**src/rtl/rv32i_pkg.sv**
```systemverilog
// Shared constants for the RV32I fetch front end.
// Fetch FSM states are plain 1-bit constants so older blocks can compare against them directly.
package rv32i_pkg;

  localparam int unsigned XLEN = 32;
  localparam logic [XLEN-1:0] RESET_PC = 32'h0000_0000;
  localparam logic [1:0] ALIGN_MASK = 2'b11;

  localparam logic [0:0] FETCH_RUN   = 1'b0;
  localparam logic [0:0] FETCH_FAULT = 1'b1;

  function automatic logic misaligned(input logic [1:0] lsbs);
    return (lsbs & ALIGN_MASK) != 2'b00;
  endfunction

endpackage

```
**src/rtl/rv32i_fetch_fifo.sv**
```systemverilog
// Small synchronous FIFO buffering fetched {inst, pc} pairs; flush has priority over push/pop.
// The head is taken straight from storage registers, so no input reaches it combinationally.
module rv32i_fetch_fifo #(
  parameter int unsigned WIDTH = 64,
  parameter int unsigned DEPTH = 2,
  localparam int unsigned AW = $clog2(DEPTH),
  localparam int unsigned CW = $clog2(DEPTH + 1)
) (
  input  logic             clk,
  input  logic             reset,
  input  logic             flush,
  input  logic             push,
  input  logic [WIDTH-1:0] wdata,
  input  logic             pop,
  output logic [WIDTH-1:0] head,
  output logic [CW-1:0]    count,
  output logic             empty
);

  logic [WIDTH-1:0] mem_q [DEPTH];
  logic [AW-1:0]    wptr_q, rptr_q;
  logic [CW-1:0]    count_q;
  logic             do_push, do_pop;

  always_comb begin
    empty   = (count_q == '0);
    do_pop  = pop & ~empty;
    do_push = push & ((count_q != CW'(DEPTH)) | do_pop);
    head    = mem_q[rptr_q];
    count   = count_q;
  end

  always_ff @(posedge clk or posedge reset) begin
    if (reset) begin
      for (int i = 0; i < int'(DEPTH); i++) mem_q[i] <= '0;
      wptr_q  <= '0;
      rptr_q  <= '0;
      count_q <= '0;
    end else if (flush) begin
      wptr_q  <= '0;
      rptr_q  <= '0;
      count_q <= '0;
    end else begin
      if (do_push) begin
        mem_q[wptr_q] <= wdata;
        wptr_q        <= wptr_q + AW'(1);
      end
      if (do_pop) rptr_q <= rptr_q + AW'(1);
      count_q <= count_q + CW'(do_push) - CW'(do_pop);
    end
  end

endmodule

```
**src/rtl/rv32i_fetch_unit.sv**
```systemverilog
// RV32I instruction-fetch front end: PC, SRAM request issue, fetch buffer and decode handshake.
// A redirect flushes the buffer and drops any response arriving in the same cycle.
module rv32i_fetch_unit #(
  parameter int unsigned      XLEN       = rv32i_pkg::XLEN,
  parameter int unsigned      IMEM_AW    = 8,
  parameter logic [XLEN-1:0]  RESET_PC   = rv32i_pkg::RESET_PC,
  parameter int unsigned      FIFO_DEPTH = 2
) (
  input  logic               clk,
  input  logic               reset,
  input  logic               redirect_valid,
  input  logic [XLEN-1:0]    redirect_pc,
  input  logic               inst_ready,
  output logic               inst_valid,
  output logic [31:0]        inst,
  output logic [XLEN-1:0]    pc,
  output logic [XLEN-1:0]    pc_plus_four,
  output logic               fetch_fault,
  output logic               imem_csb,
  output logic [IMEM_AW-1:0] imem_addr,
  input  logic [31:0]        imem_dout
);

  import rv32i_pkg::*;

  localparam int unsigned CW = $clog2(FIFO_DEPTH + 1);
  localparam int unsigned UW = CW + 1;

  logic [XLEN-1:0]    fpc_q, ifpc_q;
  logic               inflight_q;
  logic [0:0]         state_q, state_d;
  logic [CW-1:0]      count;
  logic               fifo_empty;
  logic [XLEN+31:0]   head;
  logic               pop, issue, redirect_bad;
  logic [UW-1:0]      credit_used;

  always_comb begin
    redirect_bad = misaligned(redirect_pc[1:0]);
    inst_valid   = (state_q == FETCH_RUN) & ~fifo_empty;
    pop          = inst_valid & inst_ready;
    // Entries already buffered plus the one returning, less the one leaving this cycle.
    credit_used  = UW'(count) + UW'(inflight_q) - UW'(pop);
    issue        = ~reset & (state_q == FETCH_RUN) & ~redirect_valid &
                   (credit_used < UW'(FIFO_DEPTH));
    imem_csb     = ~issue;
    imem_addr    = fpc_q[IMEM_AW+1:2];
    fetch_fault  = (state_q == FETCH_FAULT);
  end

  always_comb begin
    state_d = state_q;
    if (redirect_valid) state_d = redirect_bad ? FETCH_FAULT : FETCH_RUN;
  end

  always_ff @(posedge clk or posedge reset) begin
    if (reset) begin
      fpc_q      <= RESET_PC;
      ifpc_q     <= '0;
      inflight_q <= 1'b0;
      state_q    <= FETCH_RUN;
    end else begin
      state_q    <= state_d;
      inflight_q <= issue;
      if (redirect_valid) begin
        if (!redirect_bad) fpc_q <= redirect_pc;
      end else if (issue) begin
        ifpc_q <= fpc_q;
        fpc_q  <= fpc_q + XLEN'(4);
      end
    end
  end

  rv32i_fetch_fifo #(
    .WIDTH (XLEN + 32),
    .DEPTH (FIFO_DEPTH)
  ) u_fifo (
    .clk   (clk),
    .reset (reset),
    .flush (redirect_valid),
    .push  (inflight_q),
    .wdata ({imem_dout, ifpc_q}),
    .pop   (pop),
    .head  (head),
    .count (count),
    .empty (fifo_empty)
  );

  always_comb begin
    inst         = '0;
    pc           = '0;
    pc_plus_four = '0;
    if (inst_valid) begin
      inst         = head[XLEN+31:XLEN];
      pc           = head[XLEN-1:0];
      pc_plus_four = head[XLEN-1:0] + XLEN'(4);
    end
  end

endmodule
```
**config.mk**
```make
export PLATFORM = sky130hd
export DESIGN_NAME = rv32i_fetch_unit
export DESIGN_NICKNAME = d
export VERILOG_FILES = /design/src/rtl/rv32i_pkg.sv /design/src/rtl/rv32i_fetch_fifo.sv /design/src/rtl/rv32i_fetch_unit.sv
export SDC_FILE = /design/constraint.sdc
export NUM_CORES = 1
export LEC_CHECK = 0
export CORE_MARGIN = 2
export CORE_UTILIZATION = 38
export DETAILED_ROUTE_END_ITERATION = 12
export HOLD_SLACK_MARGIN = 0.05
export PLACE_DENSITY_LB_ADDON = 0.08
export SLEW_MARGIN = 15
export SYNTH_ARGS = -nofsm -noshare
export SYNTH_HDL_FRONTEND = slang
export SYNTH_SLANG_ARGS = --single-unit
```
**constraint.sdc**
```tcl
create_clock -name clk -period 11.58 [get_ports clk]
set_input_delay 2.316 -clock clk [delete_from_list [all_inputs] [get_ports clk]]
set_output_delay 2.316 -clock clk [all_outputs]
set_load 0.01 [all_outputs]
```
==> results.json, run 1 <==
{
  "status": "complete, no violations",
  "maxCapViolations": 0,
  "clock_skew_ns": 0.0151,
  "cts-resized-gates": 0,
  "p_int_mw": 1.34,
  "seqPwrFrac_pct": 50.5,
  "cts_root_buffer": "clkbuf_16",
  "arrival_ns": 4.89,
  "max_stage_delay_ns": 0.62,
  "leakagePower_nw": 5.24,
  "drc": 0,
  "path_common_cell": "clkdlybuf4s50_1",
  "grt_pass1_wl_mm": 41.7,
  "synthFlopType": "dfrtp_1",
  "io_pins": 175,
  "cts_htree_levels": 4,
  "routed_wl_mm": 25.7,
  "max_freq_mhz": 139,
  "layout-drive-gt1-share_pct": 15.1,
  "drtIter0Drc": 427,
  "setup_violations": 0,
  "power_density_mw_per_mm2": 152,
  "dieArea_mm2": 0.0284,
  "swShare_pct": 31.1,
  "cp-start-kind": "input port",
  "io_buffers": 174,
  "vias_per_cell": 5.25,
  "synth_area_per_cell_um2": 10.3,
  "wire_per_inst_um": 17.3,
  "critPathMaxFanout": 41,
  "fill_cells": 2548,
  "synth_nets": 1073,
  "area_delta_synth_final_pct": 24.3,
  "slew_violations": 0,
  "max-vdd-ir-drop_mv": 0.0751,
  "netlist_instances": 999,
  "drt_pass1_iterations": 4,
  "die_x_um": 168,
  "rsz0062_at_grt": "false",
  "slew_headroom_pct": 30.8,
  "post-place-ws_ns": 4.36,
  "drtAntennaViolNets": 0,
  "core_area_mm2": 0.0267,
  "final_util_pct": 47.8,
  "cp-end-kind": "output pin",
  "diodes": 0,
  "num_rows": 60,
  "initial_core_util_pct": 38.5,
  "finalCritPeriodShare_pct": 62.2,
  "synth_cell_types": 63,
  "tritoncts": "built",
  "ctsHoldBuffers": 0,
  "ys_async_sr_fraction_pct": 100,
  "p_sw_mw": 0.604,
  "combPwrFrac_pct": 20.3,
  "clockBufferDepth": 2,
  "dieHeight_um": 168,
  "cp_top_family": "buffers and inverters",
  "numCtsBuffers": 17,
  "fin_crit_ns": 7.21,
  "setup_tns_ns": 0,
  "hp-class": "flop to flop",
  "clk_pin_slew_ns": 0.07,
  "hold_slack_ns": 0.494,
  "worst_pin_slew_ns": 1.04,
  "synth-seq-cells": 198,
  "yosysSeqAreaShare_pct": 48.2,
  "clkPwrFrac_pct": 29.2,
  "worst-setup-path-type": "input port to output pin",
  "grt_pass1_vias": 7562,
  "rrSetupSlack_ns": 5.63,
  "clkLatencyLatePin_ns": 0.44,
  "setup_ws_ns": 4.37,
  "ys_warn_count": 0,
  "syn_area_mm2": 0.0103,
  "place_hpwl_mm": 17.4,
  "grt_overflow": 0,
  "synth-edff-count": 0,
  "total_power_mw": 1.94,
  "finalHoldViolCount": 0,
  "antenna_found_initial": 0,
  "num_vias": 7809,
  "slowest_stage": "clkdlybuf4s50_1",
  "grt_start_max_net_pins": 89,
  "clock_sinks": 198,
  "path_cells": "clkdlybuf4s50_1, and2_1, ha_1, nand2b_1, fa_1, xnor2_1, nand4_1, buf_4, clkdlybuf4s50_1",
  "crit_required_ns": 9.26,
  "critical_path_buf_inv_count": 3,
  "fin_nets": 1207,
  "gp_congestion": 0.821,
  "grtUsageTotal_pct": 18.4,
  "post_cts_buffers": 0
}
==> synth_stat cells, types with 9 or more instances <==
cell | instances | area [um2]
nor2_1 | 106 | 398
inv_1 | 13 | 48.8
nor4_1 | 10 | 62.6
buf_4 | 10 | 75.1
mux2_2 | 115 | 1290
mux2_1 | 14 | 158
nor3_1 | 25 | 125
buf_2 | 16 | 80.1
o21a_1 | 9 | 67.6
nand2_1 | 126 | 473
nand3_1 | 32 | 160
mux2i_1 | 63 | 631
o21ai_0 | 37 | 185
nand4_1 | 14 | 87.6
dfrtp_1 | 198 | 4950
o22ai_1 | 10 | 62.6
xnor2_1 | 13 | 114
a21oi_1 | 26 | 130
clkbuf_1 | 37 | 139
==> power groups by stage <==
stage               clock network (mW)  registers [mW]  logic, mW
floorplan                            0           0.943      0.303
global placement                     0           0.990      0.390
detailed placement                   0           0.993      0.397
CTS                              0.586           0.979      0.399
global route                     0.613            1.00      0.445
finish                           0.567           0.979      0.393
==> area by class of cell <==
class / instances / area, um2 / share of cell area [%]
well taps: 341 / 427 / 3.34
clock buffers: 19 / 443 / 3.47
repair buffers: 185 / 1820 / 14.2
clock inverters: 13 / 119 / 0.931
inverters: 16 / 67.6 / 0.529
flip-flops and latches: 198 / 4960 / 38.8
multi-input cells: 715 / 4940 / 38.7
==> per-layer routing <==
metal	share of wire (%)	wire length [um]	GRT usage (%)	vias up
met5	0	0	0	-
li1	-	-	-	3816
met2	43	11000	26.9	185
met3	4.3	1100	3.50	22
met4	1.0	265	4.16	0
met1	52	13400	28.0	3786
==> flip-flops by register name (all words and copies together), names as in the netlist <==
name and cells:
u_fifo.mem_q 128, fpc_q 32, ifpc_q 32, u_fifo.count 2, fetch_fault 1, inflight_q 1
u_fifo.rptr_q 1, u_fifo.wptr_q 1
==> placed cells by master (no fill, tap or decap), drive strengths merged, types with 17 or more instances in the layout <==
cell,Yosys,final
nand2,126,126
dfrtp,198,198
clkdlybuf4s50,0,173
mux2,129,129
inv,14,19
o21ai,41,41
nand3,33,33
clkbuf,37,19
nand4,17,17
nor2,106,106
a21oi,26,26
mux2i,64,64
nor3,26,26
==> final timing paths <==
path                             startpoint               end  cells past startpoint
min in group asynchronous             reset  u_fifo.mem_q[95]                      2
min                        u_fifo.mem_q[33]  u_fifo.mem_q[33]                      1
max in group asynchronous             reset     u_fifo.rptr_q                      3
max reg2reg                 u_fifo.count[1]         fpc_q[20]                     16
min reg2reg                u_fifo.mem_q[33]  u_fifo.mem_q[33]                      1
max                              inst_ready          imem_csb                      9
==> stage by stage <==
step                instances  area (um2)
detailed placement       1455       12200
floorplan                 999       10300
CTS                      1487       12800
global route             1487       12800
finish                   1487       12800
global placement         1455       12200
==> logic make-up (layout without fill, tap and decap cells) <==
group | count (synthesis) | after routing | synth area share (%)
fa+ha+maj | 6 | 6 | 0.804
simple gates | 362 | 362 | 16.4
buf+inv | 86 | 233 | 3.96
xor+xnor | 18 | 18 | 1.53
flops | 198 | 198 | 48.2
mux | 193 | 193 | 20.4
compound gates | 136 | 136 | 8.68
No activity file was read; power rests on OpenSTA's default activity.
==> inputs of run 2 (changes only) <==
Clock period 11.58 ns to 6.3 ns, I/O delays scaled along.
==> results.json, run 2 (synthesized netlist as in run 1, its figures left out) <==
{
  "layout_common_cells": "197 x dfrtp_1, 173 x clkdlybuf4s50_1, 126 x nand2_1, 115 x mux2_2, 106 x nor2_1",
  "drc": 0,
  "clkLatencyLatePin_ns": 0.43,
  "max_freq_mhz": 189,
  "layout_commonest_cell": "dfrtp_1",
  "final_util_pct": 47.9,
  "worstHoldEndpoint": "ifpc_q[0]",
  "final-seq-area_mm2": 0.00496,
  "cts_root_buffer": "clkbuf_16",
  "tritoncts": "built",
  "grt_start_max_net_pins": 88,
  "grtUsageTotal_pct": 18.7,
  "num_vias": 7805,
  "io_pins": 175,
  "crit_required_ns": 5.04,
  "final_cells": 1489,
  "drt_pass1_iterations": 5,
  "worst-setup-path-type": "flop to output pin",
  "seqPwrFrac_pct": 50.2,
  "arrival_ns": 4.04,
  "gp_congestion": 0.805,
  "largest_reg_flops": 128,
  "clkPwrFrac_pct": 29.9,
  "leakagePower_nw": 5.26,
  "cts-resized-gates": 0,
  "clock_sinks": 198,
  "vias_per_cell": 5.24,
  "core_area_mm2": 0.0267,
  "post_cts_buffers": 0,
  "fin_crit_ns": 5.30,
  "reg_top3": "u_fifo.mem_q x128, fpc_q x32, ifpc_q x32",
  "maxCapViolations": 0,
  "setup_violations": 0,
  "ctsHoldBuffers": 0,
  "hp-class": "flop to flop",
  "num_rows": 60,
  "drtIter0Drc": 499,
  "r2r_start": "u_fifo.count[1]",
  "initial_core_util_pct": 38.5,
  "total_power_mw": 3.60,
  "antenna_found_initial": 0,
  "combPwrFrac_pct": 20.0,
  "diodes": 0,
  "rsz0062_at_grt": "false",
  "fin_nets": 1209,
  "status": "complete, no violations",
  "dieHeight_um": 168,
  "clk_pin_slew_ns": 0.08,
  "finalCritPeriodShare_pct": 84.1,
  "numCtsBuffers": 17,
  "fill_cells": 2573,
  "dp.cells": 1457,
  "rrSetupSlack_ns": 2.67,
  "routed_wl_mm": 25.9,
  "multiInputGateArea_mm2": 0.00494,
  "grt_pass1_wl_mm": 42.7,
  "wire_per_inst_um": 17.4,
  "grt_overflow": 0,
  "cp-start-kind": "flop",
  "hold_depth": 2,
  "swShare_pct": 30.9,
  "clockBufferDepth": 2,
  "critPathMaxFanout": 56,
  "area_delta_synth_final_pct": 24.4,
  "slew_headroom_pct": 30.1,
  "cts_htree_levels": 4,
  "finalHoldViolCount": 0,
  "power_density_mw_per_mm2": 281,
  "die_x_um": 168,
  "drtAntennaViolNets": 0,
  "max-vdd-ir-drop_mv": 0.129,
  "place_hpwl_mm": 17.7,
  "hold_start": "fpc_q[0]",
  "p_sw_mw": 1.11,
  "layout-drive-gt1-share_pct": 15.2,
  "r2r-end": "fpc_q[26]",
  "dieArea_mm2": 0.0284,
  "worst_pin_slew_ns": 1.05,
  "regMostFlops": "u_fifo.mem_q",
  "p_int_mw": 2.48,
  "clock_skew_ns": 0.0158,
  "cp-end-kind": "output pin",
  "slew_violations": 0,
  "grt_pass1_vias": 7563,
  "r2r.worst_path.cells": 13,
  "io_buffers": 174
}
## run 2: cell types whose count changed in the layout (fill, tap and decap cells not counted), sizes merged
cell / delta
buf: +2
bufinv: +1
clkinvlp: -2
clkinv: +1
## run 2: worst max-delay path by stage
| stage | from | endpoint | slack [ns] | cells after the start |
|---|---|---|---|---|
| 6_report | u_fifo.rptr_q | pc_plus_four[29] | 1.00 | 7 |
| 5_1_grt | u_fifo.rptr_q | pc_plus_four[29] | 0.73 | 7 |
| 4_1_cts | u_fifo.rptr_q | pc_plus_four[29] | 0.97 | 7 |
| 3_5_place_dp | u_fifo.rptr_q | pc_plus_four[29] | 1.44 | 7 |
| 3_3_place_gp | u_fifo.rptr_q | pc_plus_four[29] | 1.46 | 7 |
| 2_1_floorplan | reset | imem_csb | -0.26 | 4 |
## run 2: layer usage
metal	vias up	GRT usage (%)	routed length, um
met5	-	0	0
met4	0	3.90	178
met3	12	2.73	905
met2	173	27.2	11200
met1	3811	29.3	13600
li1	3809	-	-
## run 2: power by group through the flow
stage               sequential, mW  clock (mW)  combinational (mW)
floorplan                     1.73           0               0.559
global placement              1.83           0               0.713
detailed placement            1.83           0               0.725
CTS                           1.80        1.12               0.729
global route                  1.85        1.17               0.812
finish                        1.80        1.07               0.718
## run 2: area by class of cell
cell class,instances,share of cell area [%]
Multi-Input combinational cell,715,38.6
Clock buffer,19,3.39
Sequential cell,198,38.8
Tap cell,341,3.34
Inverter,16,0.499
Clock inverter,13,1.07
Timing Repair Buffer,187,14.3
## run 2: critical path: stages, from the launching register on
cell and delay (ns):
dfrtp_4 0.97, buf_4 0.66, nand4_1 0.25, a221oi_1 0.39, nand4_2 0.28, o31a_1 0.34, nor3_1 0.13, clkdlybuf4s50_1 0.58
## run 2: stage by stage
step	hold slack (ns)	setup TNS [ns]	instance area [um2]	setup WS [ns]
after floorplan	0.430	-0.263	10300	-0.263
after detailed placement	0.463	0	12200	1.44
after CTS	0.483	0	12800	0.966
final	0.479	0	12800	1.00
after global placement	0.459	0	12200	1.46
after global routing	0.503	0	12800	0.726
